<file path="config.mk">
export PLATFORM = sky130hd
export DESIGN_NAME = load_ext_unit
export DESIGN_NICKNAME = d
export VERILOG_FILES = /design/src/rtl/load_ext_unit.sv
export SDC_FILE = /design/constraint.sdc
export NUM_CORES = 1
export LEC_CHECK = 0
export CAP_MARGIN = 5
export CORE_ASPECT_RATIO = 1.75
export CORE_MARGIN = 2
export CORE_UTILIZATION = 54
export DETAILED_ROUTE_END_ITERATION = 7
export GPL_TIMING_DRIVEN = 0
export MAX_ROUTING_LAYER = met4
export PLACE_DENSITY = 0.85
export SKIP_LAST_GASP = 1
export SLEW_MARGIN = 10
export SYNTH_ARGS = -nofsm -noshare
export SYNTH_HDL_FRONTEND = slang
export SYNTH_SLANG_ARGS = --single-unit
</file>
<file path="constraint.sdc">
create_clock -name clk -period 4.9 [get_ports clk]
set_clock_uncertainty 0.1 [all_clocks]
set_input_delay 0.98 -clock clk [delete_from_list [all_inputs] [get_ports clk]]
set_output_delay 0.98 -clock clk [all_outputs]
set_load 0.02 [all_outputs]
</file>
<file path="src/rtl/load_ext_unit.sv">
// Load-data extractor/extender (LB/LBU/LH/LHU/LW) with a one-stage registered output and a skid buffer.
// Optional alignment checking is enabled by defining LOAD_EXT_ALIGN_CHECK_EN.
module load_ext_unit #(
  parameter  int DATA_W = 32,
  localparam int OFF_W  = $clog2(DATA_W/8)
) (
  input  logic              clk,
  input  logic              rst_n,
  input  logic              in_valid,
  output logic              in_ready,
  input  logic [DATA_W-1:0] in_data,
  input  logic [OFF_W-1:0]  in_off,
  input  logic [1:0]        in_size,
  input  logic              in_signed,
  input  logic [4:0]        in_tag,
  output logic              out_valid,
  input  logic              out_ready,
  output logic [DATA_W-1:0] out_data,
  output logic [4:0]        out_tag,
  output logic              out_err
);

  typedef enum logic [1:0] {
    S_EMPTY = 2'd0,
    S_ONE   = 2'd1,
    S_FULL  = 2'd2
  } state_t;

  state_t            r_state;
  state_t            w_state_nxt;
  logic              r_in_ready;

  logic [DATA_W-1:0] r_main_data;
  logic [4:0]        r_main_tag;
  logic              r_main_err;
  logic [DATA_W-1:0] r_skid_data;
  logic [4:0]        r_skid_tag;
  logic              r_skid_err;

  logic              w_accept;
  logic              w_drain;
  logic              w_load_main_in;
  logic              w_load_main_skid;
  logic              w_load_skid;

  logic [OFF_W-1:0]  w_lane_off;
  logic [DATA_W-1:0] w_shifted;
  logic [DATA_W-1:0] w_ext_data;
  logic              w_ext_err;
  logic              w_misalign;

  // Keep the low `width` bits of field; fill the rest with `fill`.
  function automatic logic [DATA_W-1:0] extend_field(
    input logic [DATA_W-1:0] field,
    input int                width,
    input logic              fill
  );
    logic [DATA_W-1:0] mask;
    mask = ~({DATA_W{1'b1}} << width);
    return fill ? (field | ~mask) : (field & mask);
  endfunction

  // ---- Stage 0: lane select and extension ----
`ifdef LOAD_EXT_ALIGN_CHECK_EN
  assign w_misalign = ((in_size == 2'b01) && in_off[0]) ||
                      ((in_size == 2'b10) && (in_off[1:0] != 2'b00));
`else
  assign w_misalign = 1'b0;
`endif

  // Offset bits below the access size are dropped so the field lands at bit 0.
  always_comb begin
    w_lane_off = '0;
    case (in_size)
      2'b00:   w_lane_off = in_off;
      2'b01:   w_lane_off = in_off & ~OFF_W'(1);
      2'b10:   w_lane_off = in_off & ~OFF_W'(3);
      default: w_lane_off = '0;
    endcase
  end

  assign w_shifted = in_data >> {w_lane_off, 3'b000};

  always_comb begin
    w_ext_data = '0;
    w_ext_err  = 1'b0;
    case (in_size)
      2'b00:   w_ext_data = extend_field(w_shifted, 8,  in_signed & w_shifted[7]);
      2'b01:   w_ext_data = extend_field(w_shifted, 16, in_signed & w_shifted[15]);
      2'b10:   w_ext_data = extend_field(w_shifted, 32, in_signed & w_shifted[31]);
      default: w_ext_err  = 1'b1;
    endcase
    if (w_misalign) begin
      w_ext_data = '0;
      w_ext_err  = 1'b1;
    end
  end

  // ---- Stage 1: output register + skid control ----
  assign w_accept = in_valid & r_in_ready;
  assign w_drain  = (r_state != S_EMPTY) & out_ready;

  always_comb begin
    w_state_nxt      = r_state;
    w_load_main_in   = 1'b0;
    w_load_main_skid = 1'b0;
    w_load_skid      = 1'b0;
    case (r_state)
      S_EMPTY: begin
        if (w_accept) begin
          w_load_main_in = 1'b1;
          w_state_nxt    = S_ONE;
        end
      end
      S_ONE: begin
        if (w_accept && w_drain) begin
          w_load_main_in = 1'b1;
        end else if (w_accept) begin
          w_load_skid = 1'b1;
          w_state_nxt = S_FULL;
        end else if (w_drain) begin
          w_state_nxt = S_EMPTY;
        end
      end
      S_FULL: begin
        if (w_drain) begin
          w_load_main_skid = 1'b1;
          w_state_nxt      = S_ONE;
        end
      end
      default: w_state_nxt = S_EMPTY;
    endcase
  end

  // in_ready is registered from the next state, so out_ready never reaches it combinationally.
  always_ff @(posedge clk or negedge rst_n) begin
    if (!rst_n) begin
      r_state    <= S_EMPTY;
      r_in_ready <= 1'b1;
    end else begin
      r_state    <= w_state_nxt;
      r_in_ready <= (w_state_nxt != S_FULL);
    end
  end

  // Data registers are reset as well so outputs read all-zero during and after reset.
  always_ff @(posedge clk or negedge rst_n) begin
    if (!rst_n) begin
      r_main_data <= '0;
      r_main_tag  <= '0;
      r_main_err  <= 1'b0;
      r_skid_data <= '0;
      r_skid_tag  <= '0;
      r_skid_err  <= 1'b0;
    end else begin
      if (w_load_main_in) begin
        r_main_data <= w_ext_data;
        r_main_tag  <= in_tag;
        r_main_err  <= w_ext_err;
      end else if (w_load_main_skid) begin
        r_main_data <= r_skid_data;
        r_main_tag  <= r_skid_tag;
        r_main_err  <= r_skid_err;
      end
      if (w_load_skid) begin
        r_skid_data <= w_ext_data;
        r_skid_tag  <= in_tag;
        r_skid_err  <= w_ext_err;
      end
    end
  end

  assign in_ready  = r_in_ready;
  assign out_valid = (r_state != S_EMPTY);
  assign out_data  = r_main_data;
  assign out_tag   = r_main_tag;
  assign out_err   = r_main_err;

endmodule

</file>
[Word level (Yosys, flattened, before mapping)]
Cells that the tools add are included.
Storage, ports and cells
  register bits: 79
  memories: 0
  output and inout port bits: 40
  bits in latches: 0
  word-level logic and storage cells: 48
  bits in writable memories: 0
  bits in read-only memories: 0
  input port bits: 46
Operators by class
  magnitude comparators: 0
  add/sub/neg operators: 0
  divide/modulo/power cells: 0
  shifts and indexed selects: 1
  mux-type cells: 24
  reductions and logical operators: 6
  equality and inequality tests: 5
  bitwise operators: 4
  multiply operators: 0
Operator list (number)
  two-way mux 32 bit: 4
  case mux 32 bit (3 select lines): 1
  >> shifter 32 x 5 -> 32 bit: 1
  two-way mux 2 bit: 5
  two-way mux 5 bit: 2
  two-way mux 1 bit: 9
  case mux 2 bit (3 select lines): 1
  bitwise AND 1 bit: 4
  equality test 2 x 1 -> 1 bit, second input constant: 2
  equality test 2 bit, second input constant: 2
  zero test 2 bit: 2
  case mux 2 bit (2 select lines): 1
  nonzero test 2 bit: 2
  OR reduction 3 bit: 1
  inequality test 2 bit, second input constant: 1
  case mux 1 bit (2 select lines): 1
  logical AND 1 bit: 1

[Longest topological paths before layout]
Gate-level depths: netlist (run 1).
  depth after elaboration: 7
  gate-level depth with buffers: 8
  mapped depth without buffers: 5

[Worst setup path before layout (run 1)]
Ideal clock, no wire load.
  path type: in2reg
  start point: input port in_off[0]
  end point: register r_main_data[10] (netlist: out_data[10])
  stages: 8
  buffers on the path: 3
  data required time: 4.710 ns
  path slack: 2.213 ns
  arrival: 2.497 ns
  library setup time: 0.090 ns
  cells stage by stage: buf_4 -> or3b_1 -> buf_2 -> or2_1 -> o211a_2 -> or3_1 -> buf_2 -> o2111ai_1
Between the ends
  cells in the longest elaborated chain, start to end: 6
  elaborated cells between the ends (all ways): 7
  classes of those cells: 1 x shift; 5 x mux; 1 x bitwise
RTL lines
  start: declaration: line 12  | input logic [OFF_W-1:0] in_off,
  case mux 2 bit (2 select lines) *: line 74  | case (in_size)
  >> shifter 32 x 5 -> 32 bit *: line 82  | assign w_shifted = in_data >> {w_lane_off, 3'b000};
  bitwise AND 1 bit: line 88  | 2'b00: w_ext_data = extend_field(w_shifted, 8, in_signed & w_shifted[7]);
  two-way mux 32 bit: line 60  | return fill ? (field | ~mask) : (field & mask);
  case mux 32 bit (3 select lines) *: line 87  | case (in_size)
  two-way mux 32 bit *: line 156  | if (w_load_main_in) begin
  end signal: assignment: line 157  | r_main_data <= w_ext_data;
  end signal: assignment: line 161  | r_main_data <= r_skid_data;
  end: declaration: line 33  | logic [DATA_W-1:0] r_main_data;
Mark *: on every way between the ends. The rest lies on a longest branch, timed or not.
A chain may end at the register's enable or synchronous reset.

[Worst setup path after layout (run 1)]
  start point: input port in_valid
  end point: register r_main_data[24] (netlist: out_data[24])
Between the ends
  cells in the longest elaborated chain, start to end: 5
  elaborated cells between the ends (all ways): 7
  classes of those cells: 4 x mux; 1 x bitwise; 2 x reduce/logical
RTL lines
  start: declaration: line 9  | input logic in_valid,
  bitwise AND 1 bit *: line 100  | assign w_accept = in_valid & r_in_ready;
  logical AND 1 bit: line 116  | if (w_accept && w_drain) begin
  two-way mux 1 bit: line 116
  case mux 1 bit (2 select lines) *: line 108  | case (r_state)
  two-way mux 32 bit or nonzero test 2 bit (tied branches)
Marked as above.

==> results.md, run 1 <==
- The run finished with clean final reports.
- The number of cells on the worst reg-to-reg path is 7.
- The number of standard cells in the layout, taps in and fillers out is 592.
- After synthesis, the cell types taking the most area are sky130_fd_sc_hd__dfrtp_1 (51%), sky130_fd_sc_hd__nand2_1 (9.0%), sky130_fd_sc_hd__a222oi_1 (5.5%), sky130_fd_sc_hd__o21ai_0 (3.9%), sky130_fd_sc_hd__nand3_1 (3.2%).
- In this run the most critical hold path is launched from r_skid_data[2].
- In this run the static leakage power is 2.29 nW.
- The nature of the critical path startpoint is an input pin.
- The clock tree root buffer cell is sky130_fd_sc_hd__clkbuf_16.
- For this run, design rule violations remaining after detail routing come to 0.
- The DRC violation total after the first TritonRoute iteration is 363.
- The synthesized netlist occupies a cell area of 3850 µm².
- The maximum fanout along the worst path is 10.
- The sequential share of the synthesized area is 51.4%.
- For this configuration, the core starts out at a cell density of 55.8%.
- Summed over its instances, the top area cell type makes up 50.7% of the synthesized netlist area.
- The number of antenna violations at the first check in global routing came to 0.
- Setup repair after global routing left no endpoint under its margin.
- In this run the post-CTS setup repair buffer count came out at 0.
- In this run, CTS created clock tree buffers numbering 9.
- The total routed wirelength is 11.7 mm.
- The clock period could shrink to 3410 ps.
- Summing all multi-input logic gate instances after layout gives 1710 µm².
- The detail route stage leaves a number of antenna-violating nets equal to 0.
- The data arrival time of the critical path is 3590 ps.
- The commonest register cell after synthesis is sky130_fd_sc_hd__dfrtp_1.
- Pin placement for this block handled 86 I/O pins.
- The type of element capturing the critical path is a flop.
- Fill cells in the final layout number 542.
- After detailed routing, the average wire length per cell comes to 19.8 µm.
- The area of all sequential standard cells is 1980 µm².
- TritonCTS built the clock tree.
- Summed over all instances, the cell type with the most area after synthesis is sky130_fd_sc_hd__dfrtp_1.
- At the placement stage, the worst setup path has a slack of 1190 ps.
- The share of the core filled with cells in the final layout is 73.6%.
- Counting flops with a built-in enable in the synthesized netlist gives 0.
- In the final layout, the share of cells above drive strength 1 is 7.28%.
- Including well taps, the total number of placed cells is 576.
- The net count after synthesis is 453.
- Summing all non-filler instances in the final layout gives an area of 5080 µm².
- For this run, the number of Yosys warnings is 0.
- The measured slew at the worst slew-check pin is 698 ps.
- The max-slew violation count is 0.
- The final layout net count is 549.
- The first global-routing pass estimated 18.2 mm of wire.
- The die outline area is 7850 µm².
- For hold timing, the worst endpoint is r_skid_data[2].
- The maximum number of pins on one net before global-route repair is 44.
- Compared with the post-synthesis result, the final layout area differs by 32.0%.
- The number of global-route vias before repair is 3,702.
- Routability-driven placement finished with a final weighted congestion of 0.913.
- The clock slew seen by the registers of the worst setup and hold paths is 60 ps.
- Summed over all nets, the half-perimeter wirelength after detailed placement is 8.53 mm.
- The count of final hold-check violations is 0.
- The worst-case IR drop observed on VDD is 0.000372 V.
- From bottom edge to top edge, the die measures 116 µm.
- Global routing used 32.3% of the available tracks.
- Ranked by instance count, the synthesized netlist is headed by sky130_fd_sc_hd__nand2_1 (92), sky130_fd_sc_hd__dfrtp_1 (78), sky130_fd_sc_hd__o21ai_0 (30), sky130_fd_sc_hd__clkbuf_1 (26), sky130_fd_sc_hd__nand3_1 (25).
- The worst flop-to-flop path startpoint is in_ready.
- The floorplan step defined a core boundary enclosing 6910 µm².
- The worst hold path belongs to the class flop to flop.
- Of the available clock period, the critical path in the final layout requires 69.6%.
- The aggregate negative setup slack is 0 ps.
- Global routing finished with a remaining overflow of 0.
- In this run the tool buffered the top-level ports with 84 buffer cells.
- After detailed routing, the number of vias per cell comes to 6.43.
- The required time at the worst-slack endpoint is 5080 ps.
- The destination of the worst register-to-register timing path is out_data[24].
- The total number of placement rows is 40.
- After detailed placement, the total cell area comes to 4810 µm².
- The number of cells on the worst hold path is 2.
- For the worst-skew pair, the clock arrives at the later sink with an insertion delay of 340 ps.
- The number of diodes added for antenna fixing is 0.
- Static timing analysis puts the maximum clock frequency at 293 MHz.
- The worst pin sits at a relative slew slack of 53.5%.
- The slack of the worst reg-to-reg path is 2100 ps.
- The post-cts repair resize count is 0.
- Power spread over the standard cell area amounts to 570 nW/µm².
- The distinct cell type count of the synthesized netlist is 42.
- Summing over every cut layer, the via total after detailed routing is 3,804.
- The synthesized instance count is 407.
- The number of buffers inserted by hold repair at cts is 0.
- The worst-case clock buffer depth is 2.
- By instance count, the leading cell after synthesis is sky130_fd_sc_hd__nand2_1.
- The deepest level of the CTS H-tree is 3.
- In the synthesized netlist the async set-or-reset flop fraction comes to 100%.
- The tree built by TritonCTS fans out to 79 sinks.
- The post-synthesis area per instance is 9.46 µm².
- The number of setup violations in the final report is 0.
- The horizontal die dimension is 67.8 µm.
- The setup path with the least slack is of type input pin to flop.
- The flip-flop and latch count after synthesis is 79.
- After layout, the worst setup slack is 1490 ps.
- The tool flagged a number of max-cap violations equal to 0.
- The iteration count of the initial detailed-routing pass is 6.
[critical path: stages]
cell and delay, ps:
sky130_fd_sc_hd__clkdlybuf4s50_1 520, sky130_fd_sc_hd__and3b_1 180, sky130_fd_sc_hd__clkbuf_1 190, sky130_fd_sc_hd__nand2_1 260, sky130_fd_sc_hd__a21oi_1 630, sky130_fd_sc_hd__o21ai_1 410, sky130_fd_sc_hd__buf_2 310, sky130_fd_sc_hd__nand2_1 90
[cells by family after synthesis]
logic type / share of synthesized area [%]
xor+xnor: 0.227
flops: 51.4
simple gates: 17.0
mux: 2.34
buf+inv: 4.35
compound gates: 24.7
[per-layer routing]
metal | up-vias | GRT usage, % | wire [µm]
li1 | 1691 | - | -
met1 | 1874 | 35.2 | 4220
met2 | 199 | 53.4 | 6130
met3 | 40 | 3.69 | 732
met4 | 0 | 22.3 | 624
met5 | - | - | 0
[state kept, by name, indices dropped and copies added (netlist names)]
| register | cells |
|---|---|
| out_err | 1 |
| r_skid_err | 1 |
| r_state | 2 |
| r_skid_data | 32 |
| out_data | 32 |
| in_ready | 1 |
| out_tag | 5 |
| r_skid_tag | 5 |
[layout by cell type, fill, tap and decap left out, types with 2 or more instances in the layout]
cell type	Yosys	routed
sky130_fd_sc_hd__buf_4	1	2
sky130_fd_sc_hd__o221a_2	8	8
sky130_fd_sc_hd__a222oi_1	21	21
sky130_fd_sc_hd__nor2b_1	3	3
sky130_fd_sc_hd__mux2i_1	9	9
sky130_fd_sc_hd__nand2b_1	9	9
sky130_fd_sc_hd__nand2_1	92	92
sky130_fd_sc_hd__inv_1	6	6
sky130_fd_sc_hd__a22oi_1	11	11
sky130_fd_sc_hd__nor2_1	10	10
sky130_fd_sc_hd__clkbuf_1	26	29
sky130_fd_sc_hd__o2111ai_1	2	2
sky130_fd_sc_hd__a22o_1	11	11
sky130_fd_sc_hd__dfrtp_1	78	78
sky130_fd_sc_hd__o21ai_0	30	30
sky130_fd_sc_hd__clkdlybuf4s50_1	0	83
sky130_fd_sc_hd__nand3_1	25	25
sky130_fd_sc_hd__clkbuf_16	0	9
sky130_fd_sc_hd__a2bb2oi_1	2	2
sky130_fd_sc_hd__and3b_1	2	2
sky130_fd_sc_hd__clkinv_2	0	2
sky130_fd_sc_hd__buf_2	5	5
sky130_fd_sc_hd__a21oi_1	22	22
sky130_fd_sc_hd__o22ai_1	5	5
sky130_fd_sc_hd__o211ai_1	8	8
sky130_fd_sc_hd__or2_2	2	2
[stage by stage]
stage,hold slack [ps],total power [mW]
after CTS,383,2.89
final,380,2.90
after detailed placement,368,2.27
after global placement,358,2.22
after global routing,407,3.04
after floorplan,339,1.75
[cell type report]
class,instances,share of cell area (%)
Buffer,33,2.78
Inverter,7,0.517
Clock inverter,3,0.369
Multi-Input combinational cell,288,33.5
Timing Repair Buffer,85,16.9
Clock buffer,13,4.92
Tap cell,84,2.07
Sequential cell,79,38.9
[how the worst max path moves through the flow]
| stage | startpoint | to | slack (ps) | cells after the start |
|---|---|---|---|---|
| after global routing | in_valid | out_data[24] | 1270 | 8 |
| after CTS | in_valid | out_data[24] | 1520 | 8 |
| final | in_valid | out_data[24] | 1490 | 8 |
| after detailed placement | in_valid | out_data[23] | 1190 | 8 |
| after global placement | rst_n | out_tag[1] | 90 | 1 |
| after floorplan | in_off[0] | out_data[10] | 2210 | 8 |
[power breakdown]
group	leakage [nW]	switching (mW)	internal (mW)
combinational	1.17	0.602	0.537
clock	0.134	0.257	0.356
sequential	0.983	0.187	0.956
Note: power is estimated with default switching activity, not from simulation.
==> inputs of run 2 (changes only) <==
--- a/config.mk
+++ b/config.mk
@@ -8,11 +8,11 @@
 export CAP_MARGIN = 5
 export CORE_ASPECT_RATIO = 1.75
 export CORE_MARGIN = 2
-export CORE_UTILIZATION = 54
+export CORE_UTILIZATION = 51
 export DETAILED_ROUTE_END_ITERATION = 7
 export GPL_TIMING_DRIVEN = 0
 export MAX_ROUTING_LAYER = met4
-export PLACE_DENSITY = 0.85
+export PLACE_DENSITY = 0.81
 export SKIP_LAST_GASP = 1
 export SLEW_MARGIN = 10
 export SYNTH_ARGS = -nofsm -noshare
==> constraint.sdc (replaced) <==
create_clock -name clk -period 3.5 [get_ports clk]
set_clock_uncertainty 0.1 [all_clocks]
set_input_delay 0.7 -clock clk [delete_from_list [all_inputs] [get_ports clk]]
set_output_delay 0.7 -clock clk [all_outputs]
set_load 0.02 [all_outputs]
==> run 2 against run 1 <==
Clock power up 39%; register-to-register slack worse by 1300 ps; via count down 3.6%; sequential share of layout area down 0.086 points; sequential power up 39%; global-route usage down 2.4 points; combinational power up 39%; critical path depth unchanged; highest routed layer unchanged; non-clock buffer count unchanged; routed wire length down 1.8%.
==> results.md, run 2 (synthesis gave the netlist of run 1 again) <==
- The post-cts repair resize count is 0 (unchanged).
- The post-route cell area is 5090 µm² (was 5080 µm²).
- RSZ-0062 raised after global routing: false (unchanged).
- The share of the core filled with cells in the final layout came to 69.9% (was 73.6%).
- The core box area is 7280 µm² (was 6910 µm²).
- The total routed wirelength is 11.5 mm (was 11.7 mm).
- The number of buffers created by CTS is 9 (unchanged).
- The most common cell after layout, fill and taps aside is sky130_fd_sc_hd__nand2_1 (unchanged).
- The final layout net count is 549 (unchanged).
- The clock slew seen by the registers of the worst setup and hold paths is 60 ps (about the same).
- The aggregate negative setup slack is 0 ps (unchanged).
- The count of input and output buffers came to 84 (unchanged).
- The fraction of layout instances using a drive strength above 1 is 7.28% (unchanged).
- The number of antenna violations at the first check in global routing is 0 (unchanged).
- In the finished design, the share of the clock period the worst path needs comes to 87.1%.
- The minimum setup slack in the final design is 450 ps (was 1490 ps).
- The number of setup violations in the final report is 0 (unchanged).
- The total half-perimeter wirelength after legalization and detailed placement is 8.55 mm (was 8.53 mm).
- The leakage component of the power is 2.29 nW (about the same).
- Based on the critical path, the design can be clocked at up to 328 MHz.
- The count of final hold-check violations came to 0 (unchanged).
- The number of inserted filler cells in the final layout was 568 (was 542).
- The post-placement cell area is 4820 µm² (was 4810 µm²).
- The area used by multi-input combinational logic is 1710 µm² (unchanged).
- The data arrival time of the critical path is 3230 ps (was 3590 ps).
- The relative slew slack was 57.7% (was 53.5%).
- The clock tree root buffer cell was sky130_fd_sc_hd__clkbuf_16 (unchanged).
- The die outline area is 8290 µm² (was 7850 µm²).
- The number of setup buffers added after CTS came to 0 (unchanged).
- The deepest level of the CTS H-tree was 3 (unchanged).
- The worst hold slack is 113 ps (was 380 ps).
- The die boundary height is 119 µm (was 116 µm).
- The routed wirelength normalized by instance count is 19.4 µm (was 19.8 µm).
- The required time at the worst-slack endpoint is 3680 ps (was 5080 ps).
- The iteration count of the initial detailed-routing pass is 5 (was 6).
- The vias after detailed routing was 3,666 (was 3,804).
- The number of clock sinks is 79 (unchanged).
- The number of global-route vias before repair is 3,698 (was 3,702).
- The effective utilization at floorplan is 52.9% (was 55.8%).
- The global routing usage summed across all routing layers is 29.9% (was 32.3%).
- The nature of the critical path startpoint was an input pin (unchanged).
- The measured slew at the worst slew-check pin is 634 ps (was 698 ps).
- The total power after layout is 4.03 mW (was 2.90 mW).
- The smallest clock period supported by the final layout is computed as 3050 ps.
- The final RePlAce weighted congestion is 0.894 (was 0.913).
- The TritonCTS clock tree is built (unchanged).
- The DRC violation total after the first TritonRoute iteration is 430 (was 363).
- The horizontal die dimension was 69.7 µm (was 67.8 µm).
- The area overhead of the layout relative to synthesis is 32.3% (was 32.0%).
- The type of element capturing the critical path is a flop (unchanged).
- The total number of placement rows is 41 (was 40).
- The worst-case setup slack after placement was 113 ps (was 1190 ps).
- The wire length of the first global-routing pass was 18.8 mm (was 18.2 mm).
- The number of diodes added for antenna fixing is 0 (unchanged).
- The area of all sequential standard cells is 1980 µm² (unchanged).
- The maximum fanout along the worst path is 10 (unchanged).
- Outcome: finished, final reports clean (unchanged).
- The max-slew violation count is 0 (unchanged).
- The class of the tightest hold or removal check is input pin to asynchronous set/reset pin (was flop to flop).
- The number of remaining DRC errors came to 0 (unchanged).
- The count of antenna-violating nets left after detailed routing is 0 (unchanged).
- The highest ir drop seen on vdd is 0.000547 V (was 0.000372 V).
- The number of placed I/O pins is 86 (unchanged).
- The max-cap violation count is 0 (unchanged).
- The total congestion overflow after global routing came to 0 (unchanged).
- Most frequent cells in the layout: sky130_fd_sc_hd__nand2_1 (92), sky130_fd_sc_hd__clkdlybuf4s50_1 (83), sky130_fd_sc_hd__dfrtp_1 (78), sky130_fd_sc_hd__o21ai_0 (30), sky130_fd_sc_hd__clkbuf_1 (29) (unchanged).
- The number of buffers inserted by hold repair at cts came to 0 (unchanged).
- The average via count per standard cell is 6.17 (was 6.43).
- The worst-case clock buffer depth was 2 (unchanged).
- The power density normalized to cell area came to 792 nW/µm² (was 570 nW/µm²).
- The instance count after placement with tap cells included is 578 (was 576).
- The maximum number of pins on one net before global-route repair is 66 (was 44).
- The number of standard cells in the layout, taps in and fillers out is 594 (was 592).
- The insertion delay to the later sink of the worst-skew pair came to 340 ps (about the same).
- The worst setup path category is input pin to flop (unchanged).
-- run 2: path summary, 6_finish.rpt --
kind / slack, ps / depth (start not counted) / end / startpoint
hold reg to reg: 380 / 2 / r_skid_data[4] / r_skid_data[4]
setup / recovery: 450 / 8 / out_data[25] / in_valid
min in group clk: 380 / 2 / r_skid_data[4] / r_skid_data[4]
hold / removal: 110 / 1 / out_data[25] / rst_n
setup reg to reg: 790 / 7 / out_data[25] / in_ready
max in group asynchronous: 2570 / 2 / in_ready / rst_n
-- run 2: critical path: stages --
cell	delay (ps)
sky130_fd_sc_hd__clkdlybuf4s50_1	520
sky130_fd_sc_hd__and3b_1	170
sky130_fd_sc_hd__clkbuf_1	200
sky130_fd_sc_hd__nand2_1	260
sky130_fd_sc_hd__a21oi_1	580
sky130_fd_sc_hd__o21ai_1	390
sky130_fd_sc_hd__buf_2	310
sky130_fd_sc_hd__nand2_1	80
-- run 2: layer usage --
layer | vias up | track usage [%] | part of all wire (%)
met5 | - | - | 0
met4 | 0 | 13.5 | 3.3
met3 | 30 | 6.18 | 6.1
met2 | 166 | 51.0 | 54
met1 | 1786 | 33.6 | 37
li1 | 1684 | - | -
-- run 2: power breakdown --
part	internal [mW]	switching, mW	leakage, nW
registers	1.34	0.254	0.983
clock network	0.499	0.357	0.126
logic	0.753	0.832	1.18
total	2.59	1.44	2.29
-- run 2: area by class of cell --
cell class	count	share of cell area, %
sequential	79	38.8
multi-input combinational	288	33.5
timing repair buffer	85	17.0
clock buffer	13	4.91
buffer	33	2.78
tap	86	2.11
inverter	7	0.516
clock inverter	3	0.393
